$ cat src/rtl/prbs_pkg.sv
// Shared definitions for the PRBS generator: FSM encoding, default tap masks
// and the Fibonacci LFSR advance function.
package prbs_pkg;

    localparam int MAX_WIDTH = 32;

    typedef enum logic [1:0] {
        IDLE = 2'd0,
        RUN  = 2'd1,
        STEP = 2'd2,
        HOLD = 2'd3
    } prbs_state_t;

    localparam logic [3:0]  TAPS_W4  = 4'h3;
    localparam logic [7:0]  TAPS_W8  = 8'h1D;
    localparam logic [15:0] TAPS_W16 = 16'h002D;
    localparam logic [31:0] TAPS_W32 = 32'h0000_0057;

    // Widths without a listed mask fall back to the 8-bit mask; such builds
    // are expected to override TAPS explicitly.
    function automatic logic [MAX_WIDTH-1:0] default_taps(input int width);
        case (width)
            4:       return {28'd0, TAPS_W4};
            16:      return {16'd0, TAPS_W16};
            32:      return TAPS_W32;
            default: return {24'd0, TAPS_W8};
        endcase
    endfunction

    // Right shift, feedback enters at bit width-1; inputs must be zero-extended.
    function automatic logic [MAX_WIDTH-1:0] lfsr_next(
        input logic [MAX_WIDTH-1:0] state,
        input logic [MAX_WIDTH-1:0] taps,
        input int                   width
    );
        logic [MAX_WIDTH-1:0] nxt;
        logic                 fb;
        fb  = ^(state & taps);
        nxt = state >> 1;
        nxt[width-1] = fb;
        return nxt;
    endfunction

endpackage

$ cat src/rtl/prbs_edge_det.sv
// Synchronous rising-edge detector used to turn a held step button into a
// single request.
module prbs_edge_det (
    input  logic clk,
    input  logic rst,
    input  logic din,
    output logic rise
);

    logic din_reg;

    always_ff @(posedge clk) begin
        if (rst) begin
            din_reg <= 1'b0;
        end else begin
            din_reg <= din;
        end
    end

    assign rise = din & ~din_reg;

endmodule

$ cat src/rtl/prbs_gen.sv
// Parametrised Fibonacci LFSR generator with run/step control, valid/ready
// output, lock-up recovery and hex digits. Optional macro: PRBS_PERIOD_CNT_EN.
module prbs_gen
    import prbs_pkg::*;
#(
    parameter int               WIDTH = 8,
    parameter logic [WIDTH-1:0] TAPS  = WIDTH'(default_taps(WIDTH)),
    parameter logic [WIDTH-1:0] SEED  = WIDTH'(1),
    parameter int               NDIG  = WIDTH / 4
) (
    input  logic              clk,
    input  logic              rst,
    input  logic              run,
    input  logic              step,
    input  logic              load,
    input  logic [WIDTH-1:0]  seed_in,
    input  logic              out_ready,
    output logic              out_valid,
    output logic [WIDTH-1:0]  prbs_out,
    output logic [4*NDIG-1:0] hex_out,
    output logic              lockup,
    output logic [1:0]        state_o
`ifdef PRBS_PERIOD_CNT_EN
    ,
    output logic [WIDTH-1:0]  period_o,
    output logic              period_vld
`endif
);

    prbs_state_t      state_reg;
    logic [WIDTH-1:0] lfsr_reg;
    logic [WIDTH-1:0] prbs_reg;
    logic             out_valid_reg;
    logic             lockup_reg;
    logic             step_rise;
    logic             advance;
    logic [WIDTH-1:0] adv_word;

    prbs_edge_det u_step_edge (
        .clk  (clk),
        .rst  (rst),
        .din  (step),
        .rise (step_rise)
    );

    // An all-zero register would never leave zero, so it restarts from SEED.
    always_comb begin
        adv_word = WIDTH'(lfsr_next(MAX_WIDTH'(lfsr_reg), MAX_WIDTH'(TAPS), WIDTH));
        if (lfsr_reg == '0) begin
            adv_word = SEED;
        end
    end

    assign advance = ((state_reg == RUN) || (state_reg == STEP))
                     && (!out_valid_reg || out_ready);

    always_ff @(posedge clk) begin
        if (rst) begin
            state_reg     <= IDLE;
            lfsr_reg      <= SEED;
            prbs_reg      <= SEED;
            out_valid_reg <= 1'b0;
            lockup_reg    <= 1'b0;
        end else if (load) begin
            lfsr_reg      <= seed_in;
            prbs_reg      <= seed_in;
            out_valid_reg <= 1'b1;
            if (seed_in == '0) begin
                lockup_reg <= 1'b1;
            end
            if (state_reg == STEP) begin
                state_reg <= HOLD;
            end
        end else begin
            if (advance) begin
                lfsr_reg      <= adv_word;
                prbs_reg      <= adv_word;
                out_valid_reg <= 1'b1;
            end else if (out_valid_reg && out_ready) begin
                out_valid_reg <= 1'b0;
            end

            case (state_reg)
                IDLE: begin
                    if (run) begin
                        state_reg <= RUN;
                    end else if (step_rise) begin
                        state_reg <= STEP;
                    end
                end
                RUN: begin
                    if (!run) begin
                        state_reg <= IDLE;
                    end
                end
                STEP: begin
                    if (advance) begin
                        state_reg <= HOLD;
                    end
                end
                HOLD: begin
                    if (out_valid_reg && out_ready) begin
                        state_reg <= IDLE;
                    end
                end
                default: state_reg <= IDLE;
            endcase
        end
    end

    assign out_valid = out_valid_reg;
    assign prbs_out  = prbs_reg;
    assign lockup    = lockup_reg;
    assign state_o   = state_reg;

    generate
        for (genvar gi = 0; gi < NDIG; gi++) begin : g_hex
            assign hex_out[4*gi +: 4] = prbs_reg[4*gi +: 4];
        end
    endgenerate

`ifdef PRBS_PERIOD_CNT_EN
    logic [WIDTH-1:0] count_reg;
    logic [WIDTH-1:0] last_seed_reg;

    // Counts advances since the last seed; reports when the seed reappears.
    always_ff @(posedge clk) begin
        if (rst) begin
            count_reg     <= '0;
            last_seed_reg <= SEED;
            period_o      <= '0;
            period_vld    <= 1'b0;
        end else if (load) begin
            count_reg     <= '0;
            last_seed_reg <= seed_in;
            period_vld    <= 1'b0;
        end else if (advance) begin
            if (adv_word == last_seed_reg) begin
                period_o   <= count_reg + 1'b1;
                period_vld <= 1'b1;
                count_reg  <= '0;
            end else begin
                count_reg <= count_reg + 1'b1;
            end
        end
    end
`endif

endmodule

$ cat config.mk
export PLATFORM = sky130hd
export DESIGN_NAME = prbs_gen
export DESIGN_NICKNAME = d
export VERILOG_FILES = /design/src/rtl/prbs_pkg.sv /design/src/rtl/prbs_edge_det.sv /design/src/rtl/prbs_gen.sv
export SDC_FILE = /design/constraint.sdc
export NUM_CORES = 1
export LEC_CHECK = 0
export ABC_CLOCK_PERIOD_IN_PS = 2100
export CAP_MARGIN = 30
export CORE_MARGIN = 4
export CORE_UTILIZATION = 42
export DETAILED_ROUTE_END_ITERATION = 8
export PLACE_DENSITY = 0.8
export SLEW_MARGIN = 10
export SYNTH_ARGS = -nofsm -noshare
export SYNTH_HDL_FRONTEND = slang
export SYNTH_SLANG_ARGS = --single-unit
$ cat constraint.sdc
create_clock -name clk -period 2.1 [get_ports clk]
set_input_delay 0.63 -clock clk [delete_from_list [all_inputs] [get_ports clk]]
set_output_delay 0.63 -clock clk [all_outputs]
set_load 0.01 [all_outputs]
==> run summary <==
Of the cells placed in the final design, the portion with a size suffix greater than 1 is under 10%. The total setup buffers inserted after CTS is 0. The number of buffers created by CTS is 3. The clock period could shrink to 1.97 ns. The root cell of the clock tree is sky130_fd_sc_hd__clkbuf_4.

The count of cells along the worst register-to-register path came out at 6. The register with the most flip-flops in the layout has 8 of them. The ratio of routed vias to standard cells came out at 5.49. The endpoint required time on the critical path came out at 1.47 ns. After detailed placement, the total cell area comes to 1140 sq um. The flow ran to the end, and the final reports show no timing, DRC or antenna violations. The number of hold-slack violations in the final timing report came out at 0.

Based on the critical path, the design can be clocked at up to between 500 and 600 MHz. The number of buffers added on ports is 33. STA classifies the critical path endpoint as an output pin.

The number of cells in the design after placement is 147. The number of cells on the worst hold path is 2. The slowest stage of the critical path belongs to the cell sky130_fd_sc_hd__clkdlybuf4s50_1. At the later pin of the worst-skew pair, clock insertion delay measures between 0.2 and 0.3 ns. In this run the worst path has a maximum fanout of 6. Post-CTS repair changed the size of 0 cells. The average detailed-routed wire length per instance is 13.5 um. The total number of vias is 829. The number of maximum-capacitance constraint violations is 0. The number of ports placed on the die boundary is 34. Setup repair after global routing left no endpoint under its margin. The final period utilization came out at 93.7%. The die is 52.2 um tall. The iteration-0 DRC count of the detailed router came out at 21. The number of H-tree branching levels came out at 1.

CTS saw 13 sinks. Measured on the finished design, the core utilization comes to 65.3%. The total number of cells along the worst setup path is 1. The worst setup path is launched from a register. The max-slew violation count was 0. The worst path buffer plus inverter count is 1. The number of antenna violations at the first check in global routing is 0.

The path category of the worst min-delay check is reg -> reg. The register bit count reported by yosys came out at 13. Setup violations remaining at the end of the flow were counted as 0.

Entering global routing, the biggest net connects 16 pins. The number of placement rows is 15. The net count after synthesis is 117. The final non-filler cell area is between 1000 and 1500 sq um. Counting distinct cell types in the post-synthesis netlist gives 28. The first detailed-routing pass took 4 iterations. The areal power density over the cells is 747 nW/um^2. The wire length of the first global-routing pass came out at approximately 3300 um. The actual slew at the worst max-slew pin is approximately 0.54 ns. The clock transition at the registers of the reported paths came out at 0.08 ns. The cell family contributing the most delay on the critical path is buffers and inverters. Fill cells in the final layout number 170. The number of instances in the synthesized netlist came out at 97. After legalization and detailed placement, the total HPWL measured approximately 1600 um. The average instance area after synthesis is 8.47 sq um. The critical path goes through clkdlybuf4s50_1. The arrival time of the worst setup path is 1.34 ns. The largest clock skew in the final design came out at 0.00703 ns. Compared with the post-synthesis result, the final layout area differs by 41.6%. The setup path with the least slack is of type reg -> out.

The total DRC errors in the routed layout came out at 0. TritonCTS built the clock tree. The residual overflow from global routing came out at 0.

The total global-route track usage came out at 15.8%. The number of nets still failing antenna checks after routing is 0. The largest stage delay on the critical path is 0.60 ns. In this run the horizontal extent of the chip is 52.2 um.

The maximum number of buffers from clock root to sink came out at 2. For this run, the number of Yosys warnings is 0. The total wire length after detailed routing is 2040 um. The full die area is 2730 sq um.

For the final routed database, the setup TNS stands at 0 ns. The effective utilization at floorplan is around 46%. The via count of the first global-routing pass came out at 784. The static leakage came out at 0.448 nW.

IR analysis of the VDD net gives a maximum drop of around 0.48 mV. Summing the sequential cell areas from Yosys gives 31.7% of the chip area. The non-filler instance count after layout came out at 151. The region available for standard cell placement spans 1780 sq um. The final estimated routing congestion in global placement came out at 0.874. Hold repair after CTS inserted 0 buffers. The relative max-transition margin is 63.8%. The completed layout was analyzed and its total power is 0.000870 W. The final-stage net count is approximately 150. The number of inserted diodes is 0. In this run the cell area of the synthesized design comes to 822 sq um.
-- layer usage --
layer / part of all wire [%] / track usage (%)
met2: 50 / 30.1
met5: 0 / 0
met1: 40 / 17.4
met4: 0.25 / 3.83
met3: 9.9 / 3.42
-- layout by cell type, fill, tap and decap left out, drive strengths merged, types with 2 or more instances in the layout --
cell type	instances
clkbuf	4
nand2	7
dfxtp	13
nor2	2
buf	5
xnor2	2
nor3	6
a221oi	2
nand2b	3
inv	4
and3	3
a31oi	4
nand3	4
clkdlybuf4s50	33
ha	6
nor2b	6
a21oi	5
a211oi	4
nand3b	4
-- synthesized netlist by cell type, drive strengths merged --
library cell   n  share of area, %
ha             6               9.1
a221o          1               1.2
a311oi         1               1.1
nor4b          1               1.1
and3           3               2.3
a21oi          5               3.0
clkbuf         3               1.4
a211oi         4               3.7
buf           10               8.8
a221oi         2               3.7
nor2b          6               4.6
dfxtp         13                32
nor4           1              0.76
o21ai          1              0.61
a21boi         1              0.91
inv            4               1.8
a211o          1               1.1
a21o           1              0.91
nor3           6               3.7
xnor2          2               2.1
and3b          1               1.1
nand3b         4               3.7
nand2          7               3.2
a31oi          4               3.0
nor2           2              0.91
nand2b         3               2.3
nand3          4               2.4
-- metrics by stage --
step	worst slack, ns	hold slack (ns)
detailed placement	-0.0953	0.478
global route	0.0770	0.533
finish	0.133	0.489
global placement	-0.0216	0.472
floorplan	0.363	0.505
CTS	0.122	0.496
-- cell families (layout without fill, tap and decap cells) --
kind of cell / count (synthesis) / count (layout) / share of synthesized area, %
and+or+nand+nor: 38 / 38 / 25.9
AOI/OAI and AO/OA: 21 / 21 / 19.2
buffers and inverters: 17 / 46 / 12.0
xor gates and xnor gates: 2 / 2 / 2.13
adders and majority gates: 6 / 6 / 9.13
DFF: 13 / 13 / 31.7
-- layout make-up --
cell class | instances | area (sq um) | area share (%)
multi-input combinational | 67 | 463 | 39.8
timing repair buffer | 38 | 368 | 31.6
sequential | 13 | 260 | 22.4
tap | 25 | 31.3 | 2.69
clock buffer | 4 | 26.3 | 2.26
inverter | 4 | 15.0 | 1.29
-- where the power goes --
| group | internal, W | switching, W | total (W) |
|---|---|---|---|
| registers | 0.000278 | 0.0000387 | 0.000316 |
| logic | 0.000213 | 0.000193 | 0.000406 |
| clock network | 0.0000733 | 0.0000742 | 0.000148 |
-- final timing paths --
check	start	to	slack (ns)
worst max-delay path	hex_out[4]$_SDFFE_PP0P_	hex_out[4]	0.13
worst min register to register	lockup$_SDFFE_PP0P_	lockup$_SDFFE_PP0P_	0.49
worst min-delay path	lockup$_SDFFE_PP0P_	lockup$_SDFFE_PP0P_	0.49
worst max register to register	state_o[0]$_SDFFE_PP0P_	state_o[1]$_SDFFE_PP0P_	0.24
(Power assumes the default switching activity.)
